==> config.mk <==
export PLATFORM = sky130hd
export DESIGN_NAME = fetch_ctrl
export DESIGN_NICKNAME = d
export VERILOG_FILES = /design/src/rtl/fetch_pkg.sv /design/src/rtl/fetch_skid_buf.sv /design/src/rtl/fetch_ctrl.sv
export SDC_FILE = /design/constraint.sdc
export NUM_CORES = 1
export LEC_CHECK = 0
export ABC_CLOCK_PERIOD_IN_PS = 12930
export BUFFER_PORTS_ARGS = -buffer_cell sky130_fd_sc_hd__buf_4
export CAP_MARGIN = 20
export CORE_MARGIN = 3
export CORE_UTILIZATION = 57
export CTS_CLUSTER_DIAMETER = 100
export DETAILED_ROUTE_END_ITERATION = 8
export PLACE_DENSITY = 0.94
export SETUP_SLACK_MARGIN = 0.3
export SLEW_MARGIN = 25
export SYNTH_ARGS = -nofsm -noshare
export SYNTH_HDL_FRONTEND = slang
export SYNTH_SLANG_ARGS = --single-unit
==> constraint.sdc <==
create_clock -name clk -period 12.93 [get_ports clk]
set_clock_uncertainty 0.15 [all_clocks]
set_input_delay 0.6465 -clock clk [delete_from_list [all_inputs] [get_ports clk]]
set_output_delay 0.6465 -clock clk [all_outputs]
set_load 0.01 [all_outputs]
==> src/rtl/fetch_pkg.sv <==
// Shared definitions for the instruction fetch controller.
package fetch_pkg;

    localparam int ADDR_W = 32;
    localparam int INST_W = 32;

    localparam logic [ADDR_W-1:0] RESET_PC_DEFAULT = 32'h0000_0000;
    localparam logic [ADDR_W-1:0] PC_STEP          = 32'h0000_0004;
    localparam logic [ADDR_W-1:0] ALIGN_MASK       = {{(ADDR_W-2){1'b1}}, 2'b00};

    typedef enum logic [1:0] {
        ST_BOOT  = 2'd0,
        ST_FETCH = 2'd1,
        ST_DRAIN = 2'd2,
        ST_HOLD  = 2'd3
    } fetch_state_t;

    // Redirect targets are forced onto a word boundary.
    function automatic logic [ADDR_W-1:0] word_align(input logic [ADDR_W-1:0] addr);
        return addr & ALIGN_MASK;
    endfunction

endpackage

==> src/rtl/fetch_skid_buf.sv <==
// One-entry holding slot for a word that returns while decode is stalled.
module fetch_skid_buf
    import fetch_pkg::*;
(
    input  logic              clk,
    input  logic              rst,
    input  logic              load,
    input  logic              clear,
    input  logic [ADDR_W-1:0] load_pc,
    input  logic [INST_W-1:0] load_inst,
    output logic              valid,
    output logic [ADDR_W-1:0] buf_pc,
    output logic [INST_W-1:0] buf_inst
);

    // Clear wins over load so a redirect always empties the slot.
    always_ff @(posedge clk or posedge rst) begin
        if (rst) begin
            valid    <= 1'b0;
            buf_pc   <= '0;
            buf_inst <= '0;
        end else if (clear) begin
            valid    <= 1'b0;
        end else if (load) begin
            valid    <= 1'b1;
            buf_pc   <= load_pc;
            buf_inst <= load_inst;
        end
    end

endmodule

==> src/rtl/fetch_ctrl.sv <==
// Instruction fetch controller: drives the instruction memory request,
// tracks the fetch pc, and presents fetched words to decode.
module fetch_ctrl
    import fetch_pkg::*;
#(
    parameter logic [ADDR_W-1:0] RESET_PC = RESET_PC_DEFAULT
) (
    input  logic              clk,
    input  logic              rst,
    input  logic              stall,
    input  logic              branch_flag,
    input  logic [ADDR_W-1:0] branch_target,
    input  logic              imem_ack,
    input  logic [INST_W-1:0] imem_rdata,
    output logic              imem_req,
    output logic [ADDR_W-1:0] imem_addr,
    output logic [ADDR_W-1:0] pc,
    output logic              if_valid,
    output logic [ADDR_W-1:0] if_pc,
    output logic [INST_W-1:0] if_inst
);

    fetch_state_t      state_q, state_d;
    logic              req_q, req_d;
    logic              req_active_q, req_active_d;
    logic [ADDR_W-1:0] pc_q, pc_d;
    logic              ifv_q, ifv_d;
    logic [ADDR_W-1:0] ifpc_q, ifpc_d;
    logic [INST_W-1:0] ifinst_q, ifinst_d;
    logic              accept, pending;
    logic              skid_load, skid_clear, skid_valid;
    logic [ADDR_W-1:0] skid_pc;
    logic [INST_W-1:0] skid_inst;

    fetch_skid_buf u_skid (
        .clk       (clk),
        .rst       (rst),
        .load      (skid_load),
        .clear     (skid_clear),
        .load_pc   (pc_q),
        .load_inst (imem_rdata),
        .valid     (skid_valid),
        .buf_pc    (skid_pc),
        .buf_inst  (skid_inst)
    );

    // Next-state, pc and decode-slot updates; imem_req is registered so a
    // request already on the bus when stall rises lands in the skid slot.
    always_comb begin
        state_d      = state_q;
        pc_d         = pc_q;
        req_active_d = req_active_q;
        ifv_d        = ifv_q;
        ifpc_d       = ifpc_q;
        ifinst_d     = ifinst_q;
        skid_load    = 1'b0;
        skid_clear   = 1'b0;
        req_d        = 1'b0;

        // An ack only counts against a request we are actually presenting,
        // so stray acks (e.g. after reset) are ignored.
        accept  = req_q & imem_ack;
        pending = req_q & ~imem_ack;

        if (pending)      req_active_d = 1'b1;
        else if (accept)  req_active_d = 1'b0;

        if (branch_flag && (state_q != ST_BOOT)) begin
            pc_d       = word_align(branch_target);
            ifv_d      = 1'b0;
            skid_clear = 1'b1;
            state_d    = pending ? ST_DRAIN : ST_FETCH;
        end else begin
            case (state_q)
                ST_BOOT: state_d = ST_FETCH;
                ST_FETCH: begin
                    if (accept) begin
                        pc_d = pc_q + PC_STEP;
                        if (!stall || !ifv_q) begin
                            ifv_d    = 1'b1;
                            ifpc_d   = pc_q;
                            ifinst_d = imem_rdata;
                        end else begin
                            skid_load = 1'b1;
                            state_d   = ST_HOLD;
                        end
                    end else if (!stall) begin
                        ifv_d = 1'b0;
                    end
                end
                ST_DRAIN: begin
                    if (accept) state_d = ST_FETCH;
                end
                ST_HOLD: begin
                    if (!stall) begin
                        ifv_d      = skid_valid;
                        ifpc_d     = skid_pc;
                        ifinst_d   = skid_inst;
                        skid_clear = 1'b1;
                        state_d    = ST_FETCH;
                    end
                end
                default: state_d = ST_BOOT;
            endcase
        end

        case (state_d)
            ST_DRAIN: req_d = 1'b1;
            ST_FETCH: req_d = req_active_d | ~stall | ~ifv_d;
            default:  req_d = 1'b0;
        endcase
    end

    // State and output registers; reset abandons any request in flight.
    always_ff @(posedge clk or posedge rst) begin
        if (rst) begin
            state_q      <= ST_BOOT;
            req_q        <= 1'b0;
            req_active_q <= 1'b0;
            pc_q         <= RESET_PC;
            ifv_q        <= 1'b0;
            ifpc_q       <= '0;
            ifinst_q     <= '0;
        end else begin
            state_q      <= state_d;
            req_q        <= req_d;
            req_active_q <= req_active_d;
            pc_q         <= pc_d;
            ifv_q        <= ifv_d;
            ifpc_q       <= ifpc_d;
            ifinst_q     <= ifinst_d;
        end
    end

    assign imem_req  = req_q;
    assign imem_addr = pc_q;
    assign pc        = pc_q;
    assign if_valid  = ifv_q;
    assign if_pc     = ifpc_q;
    assign if_inst   = ifinst_q;

endmodule

# == Word level (Yosys, flattened, before mapping) ==
# Index checks and enable logic that the tools add are counted.
# totals
reg_bits,166
latchBits,0
ram_bits,0
romBits,0
input_bits,69
memories,0
# op_classes
addsub,1
mul,0
n_div,0
magnitude_cmp,0
n_eq_ne,8
n_shift,0
mux,36
n_bitwise,9
reduce_logical,13
# ops
cell,count
$mux 32,9
$pmux 32 s2,2
$add 32x3->32 const B,1
$mux 1,16
$mux 2,6
$reduce_bool 2->1,5
$pmux 2 s4,1
$eq 2x2->1 const B,3
$ne 2x2->1 const B,3
$not 1->1,5
$reduce_and 5->1,1
$eq 2x1->1 const B,2
$pmux 1 s2,2
$reduce_and 2->1,2
$and 1x1->1,2
$logic_not 1->1,2
$logic_not 2->1,1
$or 1x1->1,2
$logic_and 1x1->1,1
$logic_or 1x1->1,1

# == Longest topological paths before layout ==
# logic_depth
word_depth,9
mapped_depth,8
mapped_depth_nobuf,7

# == Cells and area by module ==
# From an unflattened synthesis, not the netlist that was laid out.
# unflattened
hier_cells,701
area_unflattened_um2,8006.4
# by_module_without_submodules
module,n_inst,cells_each,area_per_inst_um2,seq_area_each_um2
fetch_ctrl,1,561,5268.8,2477.4
fetch_skid_buf,1,140,2737.6,1626.6

# == Worst setup path after synthesis ==
# OpenSTA, ideal clock, no wires.
# synth_timing
kind,input-to-reg
start,input imem_ack
end,"register pc_q[26], in the netlist imem_addr[26]"
setup_time_ps,82
t_arrival_ps,1984
required_time_ps,12698
slack_ps,10714
cell_stages,5
n_path_buf,1
path_cell_list,nand4b_4 or4_1 buf_2 or4_1 a31oi_1
# synth_between
elab_chain_len,3
# synth_lines
element,line,rtl
from (decl),fetch_ctrl.sv:13,"input logic imem_ack,"
$and 1x1->1,fetch_ctrl.sv:62,accept = req_q & imem_ack;
$reduce_bool 2->1 (no line),n/a,
$reduce_and 2->1 (no line),n/a,
to (signal assigned),fetch_ctrl.sv:128,pc_q <= pc_d;
to (decl),fetch_ctrl.sv:26,"logic [ADDR_W-1:0] pc_q, pc_d;"
# No other way between the ends.
# A chain may end at the register's enable or synchronous reset.

# == Final worst setup path ==
# layout_timing
start,register state_q[0]
end,"register pc_q[27], in the netlist imem_addr[27]"
# layout_between
elab_chain_len,4
word_cells_on_any_way,7
# layout_lines
element,line,rtl
from (decl),fetch_ctrl.sv:23,"fetch_state_t state_q, state_d;"
from (signal assigned),fetch_ctrl.sv:125,state_q <= state_d;
$reduce_bool 2->1,fetch_ctrl.sv:68,if (branch_flag && (state_q != ST_BOOT)) begin
$logic_and 1x1->1,fetch_ctrl.sv:68,
$reduce_bool 2->1 (no line),n/a,
$reduce_and 2->1 (no line),n/a,
# Several ways; a longest one is shown, not always the timed one.

==> metrics.md <==
| Metric | Value |
|---|---|
| Setup Buffers After CTS | 0 |
| Die Y | 121 um |
| Gate Count Post-Synth | 691 |
| Clock-pin transition on the worst setup and hold timing paths | 0.06 ns |
| Synth area leaders | dfrtp_1 53%, mux2_2 8.6%, mux2i_1 8.3% |
| Max cap viols | 0 |
| Critical path arrival | 3.31 ns |
| Post-Route WL | 18500 um |
| Placed instance count | 988 |
| H-tree levels | 4 |
| Vias | 5883 |
| DRC Markers | 0 |
| Total Power | 2.40 mW |
| Post-layout util | 0.745 |
| Antenna Nets Post-Route | 0 |
| Busiest layer in global routing | met2 |
| Crit end category | flip-flop |
| Slew @ Worst Pin | 0.843 ns |
| Global Route Usage Sum | 0.257 |
| EDFF count, synth | 0 |
| Max VDD drop | 0.000134 V |
| Yosys warns | 0 |
| Routability cong. | 0.844 |
| Crit. Startpoint | state_q[0]$_DFF_PP0_ |
| Initial drt markers | 558 |
| First-pass GRT wire length | 29600 um |
| Die area | 14500 um2 |
| M1 GR Usage | 0.316 |
| Total CTS buffers | 17 |
| Synthesized area per cell | 10.8 um2 |
| Flop2flop setup slack | 9.81 ns |
| Pwr/cell area | 253 nW/um2 |
| Final Hold Viols | 0 |
| Seq/Total Area, Yosys | 0.535 |
| PortBufs | 190 |
| CP Max Fanout | 19 |
| CTS tree | done |
| Critical path data required time | 13.12 ns |
| Die W | 121 um |
| CTS root buf | clkbuf_16 |
| Layout area overhead | 26.6% |
| Startpoint Class | flip-flop |
| Worst-path cell with the longest stage delay | or4_1 |
| FFs w/ async S/R, synth | 1.00 |
| Global Route met3 Usage | 0.0608 |
| Initial antenna violation count | 0 |
| Crit Path Category | reg -> reg |
| R2r startpoint | state_q[0]$_DFF_PP0_ |
| Final min period | 3.12 ns |
| CTS sink count | 160 |
| Filler cells | 822 |
| RSZ-0062 raised after global routing | false |
| Synth area leader | dfrtp_1 |
| Met2 global-route usage | 0.445 |
| Buf/Inv on CP | 0 |
| PostCTS Resize Cnt | 0 |
| Yosys cell types | 46 |
| Hold buffers post-CTS | 0 |
| Post-DR vias/cell | 5.77 |
| CP peak stage delay | 0.76 ns |
| Pre-antenna DRT Iters | 4 |
| Setup TNS | 0 ns |
| Worst hold path type | in -> async |
| Fin cells | 1019 |
| Largest net degree at the start of global routing | 86 |
| DR WL/cell | 18.1 um |
| Diode count | 0 |
| Worst-Skew Late Latency | 0.42 ns |
| Share of post-route cells with drive strength above 1 | 0.344 |
| Initial Util | 0.588 |
| Site Rows | 41 |
| Worst-path cell chain | and4b_1, nand4_1, or4_1, a31oi_1 |
| Congestion Overflow GR | 0 |
| Multi-input logic area | 3040 um2 |
| Top_reg_cell synth | dfrtp_1 |
| Worst r2r path cells | 4 |
| FF+latch count, synth | 160 |
| Core area | 12700 um2 |
| Top Ports | 199 |
| NumNets Final | 907 |
| Status | complete, no violations |
| Hpwl dp | 12000 um |
| Cell leakage power | 4.76 nW |
| Count of pins over their slew limit | 0 |
| FF+latch area | 4000 um2 |
| Worst rel slew slack | 0.438 |
| Worst R2R End | imem_addr[27]$_DFFE_PP0P_ |
| Delay-heaviest family, CP | simple AND/OR/NAND/NOR gates |
| Syn Std Cell Area | 7480 um2 |
| FMAX | 0.321 GHz |
| Crit share post-route | 0.241 |
| Number of global-route vias before repair | 5841 |
| Clock Tree Buf Depth | 2 |
| Setup Viol. Count Final | 0 |
| Post-synth top area share | 0.535 |
routing by layer:
layer | wire length (um) | vias up
met1 | 7370 | 2934
met4 | 337 | 0
met2 | 9570 | 218
met5 | 0 | -
li1 | - | 2702
met3 | 1190 | 29
area by class of cell:
type                    instances  share of cell area
clock inverters                10              0.0244
clock buffers                  21              0.0486
inverters                       9             0.00409
well taps                     172              0.0227
multi-input cells             449               0.320
flip-flops and latches        160               0.422
repair buffers                198               0.157
metrics by stage:
step                area [um2]  hold slack (ns)  setup WS (ns)
floorplan                 7500            0.299           7.81
global placement          8780            0.312           9.81
detailed placement        8780            0.320           9.76
CTS                       9470            0.227           9.85
global route              9480            0.248           9.61
finish                    9480            0.203           9.81
cell usage after synthesis, types with 2 or more instances:
cell	instances
dfrtp_1	160
nor2_1	84
a21oi_1	66
mux2i_1	62
mux2_2	57
buf_4	36
nand2_1	32
o21ai_0	26
clkbuf_1	23
a31oi_1	19
or4_1	14
nand4_1	12
buf_1	10
inv_1	9
o31ai_1	9
nand3_1	8
or3_1	8
buf_2	7
xor2_1	6
and3_1	4
and2_1	3
and4_1	3
ha_1	3
xnor2_1	3
nand2b_1	2
nor2b_1	2
o211ai_1	2
o21a_1	2
or2_2	2
worst max-delay path by stage:
stage                     depth (start not counted)                        end  slack (ns)
after CTS                                         4  imem_addr[27]$_DFFE_PP0P_        9.85
final                                             4  imem_addr[27]$_DFFE_PP0P_        9.81
after global routing                              4  imem_addr[27]$_DFFE_PP0P_        9.61
after floorplan                                   1     if_inst[0]$_DFFE_PP0P_        7.81
after global placement                            5  imem_addr[27]$_DFFE_PP0P_        9.81
after detailed placement                          5  imem_addr[25]$_DFFE_PP0P_        9.76
placed cells by master (no fill, tap or decap), types with 4 or more instances in the layout:
cell         n
a21oi_1     66
a31oi_1     19
and3_1       4
buf_4      197
bufinv_16    7
clkbuf_16   17
conb_1       6
dfrtp_1    160
inv_1        8
mux2_2      57
mux2i_1     62
nand2_1     31
nand3_1      8
nand4_1     12
nor2_1      84
o21ai_0     25
o31ai_1      9
or3_1        8
or4_1       14
xor2_1       6
state kept, by name, indices dropped and copies added, names as in the netlist:
| register | flops |
|---|---|
| if_valid | 1 |
| state_q | 2 |
| imem_req | 1 |
| u_skid.buf_inst | 32 |
| imem_addr | 30 |
| u_skid.buf_pc | 30 |
| u_skid.valid | 1 |
| if_pc | 30 |
| if_inst | 32 |
| req_active_q | 1 |
logic make-up (layout without fill, tap and decap cells):
family | Yosys count | after routing | share of synthesized area
AOI/OAI and AO/OA | 129 | 129 | 0.0958
buffers and inverters | 87 | 238 | 0.0640
xor gates and xnor gates | 9 | 9 | 0.0105
muxes | 119 | 119 | 0.169
adders and majority gates | 3 | 3 | 0.00502
and+or+nand+nor | 183 | 183 | 0.121
DFF | 160 | 160 | 0.535
other | 1 | 6 | 0.000501
power breakdown:
| group | leakage [nW] | switching [mW] | internal [mW] |
|---|---|---|---|
| Clock | 0.333 | 0.195 | 0.391 |
| Combinational | 2.46 | 0.455 | 0.451 |
| Sequential | 1.97 | 0.198 | 0.706 |
| Total | 4.76 | 0.848 | 1.55 |
Note: power is estimated with default switching activity, not from simulation.
